### src/rtl/trdb_pkg.sv
// Shared definitions for the trace trigger block: FSM state encoding,
// config register map and CTRL bit positions.
package trdb_pkg;

  // Trigger FSM states; the encoding is visible on state_o and in CTRL[5:4]
  typedef enum logic [1:0] {
    T_IDLE    = 2'd0,
    T_ARMED   = 2'd1,
    T_TRACING = 2'd2
  } trigger_state_e;

  // Config register map (cfg_addr_i)
  localparam logic [1:0] CFG_START  = 2'd0;
  localparam logic [1:0] CFG_STOP   = 2'd1;
  localparam logic [1:0] CFG_CTRL   = 2'd2;
  localparam logic [1:0] CFG_WINDOW = 2'd3;

  // CTRL bit positions
  localparam int CTRL_ARM      = 0;
  localparam int CTRL_ONESHOT  = 1;
  localparam int CTRL_WIN_EN   = 2;
  localparam int CTRL_STATE_LO = 4;
  localparam int CTRL_STATE_HI = 5;

endpackage

### src/rtl/trdb_trigger.sv
// Trace start/stop controller. Compares retired instruction addresses against
// programmable START/STOP addresses and an optional instruction-count window,
// and drives the trace-on pulse and trace-off level for the register block.
module trdb_trigger
  import trdb_pkg::*;
#(
  parameter int XLEN  = 32,
  parameter int CNT_W = 16
) (
  input  logic            clk_i,
  input  logic            rst_ni,
  input  logic            cfg_we_i,
  input  logic            cfg_re_i,
  input  logic [1:0]      cfg_addr_i,
  input  logic [XLEN-1:0] cfg_wdata_i,
  output logic [XLEN-1:0] cfg_rdata_o,
  input  logic            ivalid_i,
  input  logic [XLEN-1:0] iaddr_i,
  output logic            trace_req_on_o,
  output logic            trace_req_off_o,
  output logic [1:0]      state_o
);

  logic [XLEN-1:0]  r_start;
  logic [XLEN-1:0]  r_stop;
  logic [XLEN-1:0]  r_window;
  logic             r_arm;
  logic             r_oneshot;
  logic             r_winEn;
  logic [CNT_W-1:0] r_cnt;
  logic [XLEN-1:0]  r_rdata;
  logic             r_on;
  logic             r_off;
  trigger_state_e   r_state;

  trigger_state_e   w_nextState;
  logic             w_startHit;
  logic             w_stopHit;
  logic             w_winHit;
  logic [CNT_W-1:0] w_winLimit;
  logic [CNT_W-1:0] w_cntInc;
  logic             w_ctrlWrite;
  logic             w_disarm;
  logic             w_hwDisarm;
  logic [XLEN-1:0]  w_ctrlView;
  logic [XLEN-1:0]  w_rdMux;

  // Address comparators, window detection and decoded config strobes
  always_comb begin
    w_startHit  = ivalid_i && (iaddr_i == r_start);
    w_stopHit   = ivalid_i && (iaddr_i == r_stop);
    w_winLimit  = r_window[CNT_W-1:0];
    w_cntInc    = r_cnt + CNT_W'(1);
    w_winHit    = ivalid_i && r_winEn && (w_winLimit != '0) && (w_cntInc == w_winLimit);
    w_ctrlWrite = cfg_we_i && (cfg_addr_i == CFG_CTRL);
    w_disarm    = w_ctrlWrite && !cfg_wdata_i[CTRL_ARM];
  end

  // Next-state logic; a software disarm (or a cleared arm bit) always wins
  // over a match so no spurious on-pulse can follow a disarm
  always_comb begin
    w_nextState = r_state;
    w_hwDisarm  = 1'b0;
    case (r_state)
      T_IDLE: begin
        if (r_arm && !w_disarm) w_nextState = T_ARMED;
      end
      T_ARMED: begin
        if (w_disarm || !r_arm) w_nextState = T_IDLE;
        else if (w_startHit)    w_nextState = T_TRACING;
      end
      T_TRACING: begin
        if (w_disarm || !r_arm) begin
          w_nextState = T_IDLE;
        end else if (w_stopHit || w_winHit) begin
          w_nextState = r_oneshot ? T_IDLE : T_ARMED;
          w_hwDisarm  = r_oneshot;
        end
      end
      default: w_nextState = T_IDLE;
    endcase
  end

  // State register plus registered on-pulse and off-level outputs
  always_ff @(posedge clk_i or negedge rst_ni) begin
    if (!rst_ni) begin
      r_state <= T_IDLE;
      r_on    <= 1'b0;
      r_off   <= 1'b1;
    end else begin
      r_state <= w_nextState;
      r_on    <= (r_state == T_ARMED) && (w_nextState == T_TRACING);
      r_off   <= (w_nextState != T_TRACING);
    end
  end

  // Window counter: cleared on trace entry, counts retirements while tracing
  always_ff @(posedge clk_i or negedge rst_ni) begin
    if (!rst_ni) begin
      r_cnt <= '0;
    end else if ((r_state == T_ARMED) && (w_nextState == T_TRACING)) begin
      r_cnt <= '0;
    end else if ((r_state == T_TRACING) && ivalid_i) begin
      r_cnt <= w_cntInc;
    end
  end

  // Config registers; a oneshot exit clears arm unless software writes CTRL
  always_ff @(posedge clk_i or negedge rst_ni) begin
    if (!rst_ni) begin
      r_start   <= '0;
      r_stop    <= '0;
      r_window  <= '0;
      r_arm     <= 1'b0;
      r_oneshot <= 1'b0;
      r_winEn   <= 1'b0;
    end else begin
      if (cfg_we_i && (cfg_addr_i == CFG_START))  r_start  <= cfg_wdata_i;
      if (cfg_we_i && (cfg_addr_i == CFG_STOP))   r_stop   <= cfg_wdata_i;
      if (cfg_we_i && (cfg_addr_i == CFG_WINDOW)) r_window <= cfg_wdata_i;
      if (w_ctrlWrite) begin
        r_arm     <= cfg_wdata_i[CTRL_ARM];
        r_oneshot <= cfg_wdata_i[CTRL_ONESHOT];
        r_winEn   <= cfg_wdata_i[CTRL_WIN_EN];
      end else if (w_hwDisarm) begin
        r_arm     <= 1'b0;
      end
    end
  end

  // Read mux; CTRL exposes the live FSM state in its read-only field
  always_comb begin
    w_ctrlView                              = '0;
    w_ctrlView[CTRL_ARM]                    = r_arm;
    w_ctrlView[CTRL_ONESHOT]                = r_oneshot;
    w_ctrlView[CTRL_WIN_EN]                 = r_winEn;
    w_ctrlView[CTRL_STATE_HI:CTRL_STATE_LO] = r_state;
    case (cfg_addr_i)
      CFG_START:  w_rdMux = r_start;
      CFG_STOP:   w_rdMux = r_stop;
      CFG_CTRL:   w_rdMux = w_ctrlView;
      default:    w_rdMux = r_window;
    endcase
  end

  // Read data register: loads on a read strobe, holds otherwise
  always_ff @(posedge clk_i or negedge rst_ni) begin
    if (!rst_ni)       r_rdata <= '0;
    else if (cfg_re_i) r_rdata <= w_rdMux;
  end

  assign cfg_rdata_o     = r_rdata;
  assign trace_req_on_o  = r_on;
  assign trace_req_off_o = r_off;
  assign state_o         = r_state;

endmodule
### config.mk
export PLATFORM = sky130hd
export DESIGN_NAME = trdb_trigger
export DESIGN_NICKNAME = d
export VERILOG_FILES = /design/src/rtl/trdb_pkg.sv /design/src/rtl/trdb_trigger.sv
export SDC_FILE = /design/constraint.sdc
export NUM_CORES = 1
export LEC_CHECK = 0
export ABC_CLOCK_PERIOD_IN_PS = 4800
export CAP_MARGIN = 0
export CORE_MARGIN = 2
export CORE_UTILIZATION = 50
export DETAILED_ROUTE_END_ITERATION = 16
export PLACE_DENSITY_LB_ADDON = 0.3
export SLEW_MARGIN = 30
export SYNTH_ARGS = -nofsm -noshare
export SYNTH_HDL_FRONTEND = slang
export SYNTH_SLANG_ARGS = --single-unit
### constraint.sdc
create_clock -name clk_i -period 4.8 [get_ports clk_i]
set_input_delay 0.96 -clock clk_i [delete_from_list [all_inputs] [get_ports clk_i]]
set_output_delay 0.96 -clock clk_i [all_outputs]
set_load 0.1 [all_outputs]
---- Word-level counts from Yosys, hierarchy flattened ----
Index checks and enable logic that the tools add are counted.
Widths: inputs -> output; s select.
storage, ports and cells
  flip-flop bits (word level) ............. 151
  latch bits .............................. 0
  memory bits (writable) .................. 0
  ROM bits ................................ 0
  bits of input ports ..................... 71
  memories ................................ 0
operators by class
  $add $sub $neg .......................... 1
  $mul .................................... 0
  divide/modulo/power cells ............... 0
  order comparisons ....................... 0
  eq/ne operators ......................... 10
  shift-type cells ........................ 0
  muxes and demuxes ....................... 15
  bitwise operators ....................... 0
  reductions and logical operators ........ 23
operators by type and width
  operator               number
  $pmux 32 s3            1
  $eq 32x32->1           2
  $mux 16                2
  $add 16x1->16 const B  1
  $eq 16x16->1           1
  $reduce_bool 16->1     1
  $logic_and 1x1->1      13
  $mux 2                 5
  $eq 2x2->1 const B     4
  $mux 1                 6
  $pmux 2 s3             1
  $eq 2x1->1 const B     2
  $logic_not 2->1        2
  $reduce_bool 2->1      2
  $logic_not 1->1        3
  $logic_or 1x1->1       2
  $ne 2x2->1 const B     1

---- Longest topological paths before layout ----
  depth in word-level cells ............... 10
  mapped depth ............................ 8

---- Worst setup path after synthesis ----
Ideal clock, no wire load.
  kind .................................... input to register
  start point ............................. input cfg_addr_i[0]
  end point ............................... register r_rdata[21], in the netlist cfg_rdata_o[21]
  arrival ................................. 2338 ps
  required time ........................... 4663 ps
  slack ................................... 2325 ps
  stages on the path ...................... 7
  buffers on the path ..................... 3
  cell sequence ........................... buf_2 -> buf_2 -> buf_1 -> mux2i_1 -> nor2_1 -> a21oi_1 -> a21oi_1
between the ends
  word-level cells in the longest chain between the ends .. 2
  elaborated cells on any way between the ends .. 4
  those cells by class .................... eq/ne (2); mux (1); reduce/logical (1)
RTL lines
  element                                   RTL line             text
  from (decl)                               trdb_trigger.sv:14   input logic [1:0] cfg_addr_i,
  $eq 2x2->1, or another cell as far along  trdb_trigger.sv:138  case (cfg_addr_i)
  $pmux 32 s3 *                             trdb_trigger.sv:138
  to (signal assigned)                      trdb_trigger.sv:149  else if (cfg_re_i) r_rdata <= w_rdMux;
  to (decl)                                 trdb_trigger.sv:31   logic [XLEN-1:0] r_rdata;
Mark *: on every way between the ends. The rest lies on a longest branch, timed or not.
A chain may end at the register's enable or synchronous reset.

---- Worst setup path in the final report ----
  start point ............................. register r_off, in the netlist trace_req_off_o
  end point ............................... output trace_req_off_o
RTL lines
  element                 RTL line            text
  from (decl)             trdb_trigger.sv:33  logic r_off;
  from (signal assigned)  trdb_trigger.sv:93  r_off <= (w_nextState != T_TRACING);
  to (decl)               trdb_trigger.sv:20  output logic trace_req_off_o,
No word-level cell between the ends.

==> impl_metrics.env <==
export IMPL_via_per_inst=5.90
export IMPL_h_tree_depth=4
export IMPL_yosys_cell_types_count=50
export IMPL_ys_ff_latch=151
export IMPL_crit_family="buffers and inverters"
export IMPL_required_ns=3.84
export IMPL_leakagePower_nw=3.95
export IMPL_path_clk_slew_ns=0.06
export IMPL_drc=0
export IMPL_period_share=0.631
export IMPL_io_pins=107
export IMPL_fp_row_count=45
export IMPL_cts_sinks=151
export IMPL_critical_path_buf_inv_count=1
export IMPL_critPathSlowestCell="clkdlybuf4s50_1"
export IMPL_grt_pass1_wl_mm=31.8
export IMPL_synth_cells=673
export IMPL_ys_flop_type="dfrtp_1"
export IMPL_yosys_warnings=0
export IMPL_hp_start="cfg_rdata_o[5]"
export IMPL_cp_slowest_stage_delay_ns=1.12
export IMPL_path_class="flop to primary output"
export IMPL_reg2reg_slack_ns=2.12
export IMPL_power_density_nw_per_um2=429
export IMPL_design_die_area_um2=16500
export IMPL_setup_slack_ns=1.77
export IMPL_drt_wl_total_mm=20.0
export IMPL_synthesis_nets=745
export IMPL_reg2reg_from="r_cnt[0]"
export IMPL_cts_tree="built"
export IMPL_num_vias=5724
export IMPL_dp_slack_ns=1.63
export IMPL_area_growth_pct=22.8
export IMPL_max_clock_freq_mhz=330
export IMPL_p_total_mw=4.07
export IMPL_cts_hold_buffers_added=0
export IMPL_n_antenna_cell=0
export IMPL_ir_worst_vdd_v=0.000311
export IMPL_cts_resized=0
export IMPL_syn_area_um2=7720
export IMPL_clock_skew_ns=0.00809
export IMPL_stdcell_count=970
export IMPL_period_needed_ns=3.03
export IMPL_antenna_found_initial=0
export IMPL_slew_limit_headroom=0.332
export IMPL_cp_max_fo=1
export IMPL_p_seq_frac=0.410
export IMPL_tightest_slew_ns=0.998
export IMPL_dpl_hpwl_mm=14.0
export IMPL_hold_path_end="cfg_rdata_o[5]"
export IMPL_yosysTopAreaCell="dfrtp_1"
export IMPL_ant_nets=0
export IMPL_drive_gt1_frac=0.203
export IMPL_drt_first_pass_iters=5
export IMPL_die_x_um=128
export IMPL_synth_edf_count=0
export IMPL_holdPathStages=1
export IMPL_fin_setup_tns_ns=0
export IMPL_core_um2=15100
export IMPL_synth_most_common_cell="dfrtp_1"
export IMPL_die_h_um=128
export IMPL_synth_area_leaders="dfrtp_1, mux2_2, xor2_1"
export IMPL_p_clk_frac=0.324
export IMPL_start_kind="flop"
export IMPL_cts_buffers=17
export IMPL_drt_iter0_drc=553
export IMPL_power_frac_comb=0.266
export IMPL_hold_class="flop to flop"
export IMPL_crit_arrival_ns=2.07
export IMPL_clock_path_buffers=2
export IMPL_synth_avg_cell_area_um2=11.5
export IMPL_cp_end_kind="primary output"
export IMPL_async_reset_ff_frac=1.00
export IMPL_path_depth=1
export IMPL_crit_reg2reg_capture="state_o[0]"
export IMPL_rsz0062_at_grt="false"
export IMPL_routedWlPerCell_um=20.6
export IMPL_ys_seq_area_frac=0.489
export IMPL_cts_setup_buffers=0
export IMPL_status="completed"
export IMPL_synth_top_area_frac=0.486
export IMPL_intPower_mw=2.67
export IMPL_grt_pass1_vias=5867
export IMPL_cts_root_buf="clkbuf_16"
export IMPL_slew_viol_final=0
export IMPL_worstRegToRegCells=7
export IMPL_gr_total_overflow=0
export IMPL_crit_chain="clkdlybuf4s50_1"
export IMPL_switching_share=0.344
export IMPL_synthTopCellsByCount="dfrtp_1, mux2_2, nor2_1, a21oi_1, xor2_1"
export IMPL_track_usage=0.255
export IMPL_place_congestion=0.874
export IMPL_dp_cells=938
export IMPL_start_util=0.510
export IMPL_power_switching_mw=1.40
export IMPL_clock_latency_ns=0.43
export IMPL_port_buffers=106
export IMPL_grt_start_max_net_pins=80
export IMPL_nNetsFinal=841
export IMPL_drv_cap=0
export IMPL_hold_viol=0
export IMPL_finalSetupViolCount=0
[layout by cell type (no fill, tap or decap), types with 3 or more instances in the layout]
| cell | n |
|---|---|
| dfrtp_1 | 150 |
| clkdlybuf4s50_1 | 103 |
| mux2_2 | 101 |
| nor2_1 | 77 |
| a21oi_1 | 56 |
| xor2_1 | 54 |
| xnor2_1 | 44 |
| mux2i_1 | 29 |
| clkbuf_16 | 17 |
| nand4_1 | 16 |
| nor4_1 | 16 |
| nand3_1 | 13 |
| nand2_1 | 12 |
| nor3_1 | 9 |
| buf_4 | 9 |
| nand3b_1 | 5 |
| o21ai_0 | 5 |
| inv_1 | 5 |
| mux4_2 | 5 |
| inv_6 | 4 |
| nand2b_1 | 3 |
| and4_1 | 3 |
| a31oi_1 | 3 |
| o211ai_1 | 3 |
| clkinvlp_4 | 3 |
[power by group through the flow]
stage / clock network [mW] / logic [mW] / registers, mW
after global placement: 0 / 1.06 / 1.67
after floorplan: 0 / 0.441 / 1.96
final: 1.32 / 1.08 / 1.67
after detailed placement: 0 / 1.08 / 1.68
after global routing: 1.39 / 1.15 / 1.69
after CTS: 1.34 / 1.09 / 1.66
[final cells by class]
| class | count | area [µm²] |
|---|---|---|
| Clock inverter | 13 | 145 |
| Fill cell | 1164 | 5660 |
| Tap cell | 188 | 235 |
| Multi-Input combinational cell | 478 | 3730 |
| Sequential cell | 151 | 3780 |
| Timing Repair Buffer | 116 | 1140 |
| Inverter | 5 | 18.8 |
| Clock buffer | 19 | 433 |
[flip-flops by register name, summed over array words and instances (netlist names)]
| register | count |
|---|---|
| cfg_rdata_o | 32 |
| r_arm | 1 |
| r_cnt | 16 |
| r_oneshot | 1 |
| r_start | 32 |
| r_stop | 32 |
| r_winEn | 1 |
| r_window | 32 |
| state_o | 2 |
| trace_req_off_o | 1 |
| trace_req_on_o | 1 |
[per-stage QoR]
stage / hold slack [ns] / util / cell area, µm²
3_5_place_dp: 0.496 / 0.588 / 8910
3_3_place_gp: 0.487 / 0.588 / 8910
5_1_grt: 0.518 / 0.626 / 9490
2_1_floorplan: 0.466 / - / 7720
4_1_cts: 0.510 / 0.626 / 9490
6_report: 0.506 / 0.626 / 9490
[kinds of logic (layout without fill, tap and decap cells)]
| family | Yosys count | in the layout | synth area share |
|---|---|---|---|
| AOI/OAI and AO/OA | 81 | 81 | 0.0640 |
| xor gates and xnor gates | 99 | 99 | 0.114 |
| adders and majority gates | 1 | 1 | 0.00162 |
| buffers and inverters | 44 | 153 | 0.0277 |
| DFF | 151 | 151 | 0.489 |
| muxes | 135 | 135 | 0.199 |
| and+or+nand+nor | 162 | 162 | 0.104 |
[worst max path at each step]
| stage | endpoint | startpoint | slack [ns] |
|---|---|---|---|
| 2_1_floorplan | cfg_rdata_o[21] | cfg_addr_i[0] | 2.33 |
| 3_3_place_gp | r_start[11] | cfg_addr_i[1] | 1.67 |
| 3_5_place_dp | state_o[1] | cfg_addr_i[1] | 1.63 |
| 4_1_cts | trace_req_off_o | trace_req_off_o | 1.75 |
| 5_1_grt | state_o[1] | state_o[1] | 1.73 |
| 6_report | trace_req_off_o | trace_req_off_o | 1.77 |
[layer usage]
metal | wire, µm | up-vias | GRT usage
met5 | 0 | - | 0
met4 | 424 | 0 | 0.0892
met3 | 1150 | 32 | 0.0614
met2 | 9860 | 200 | 0.419
met1 | 8580 | 2907 | 0.332
li1 | - | 2585 | -
Power figures use the tool's default switching activity.
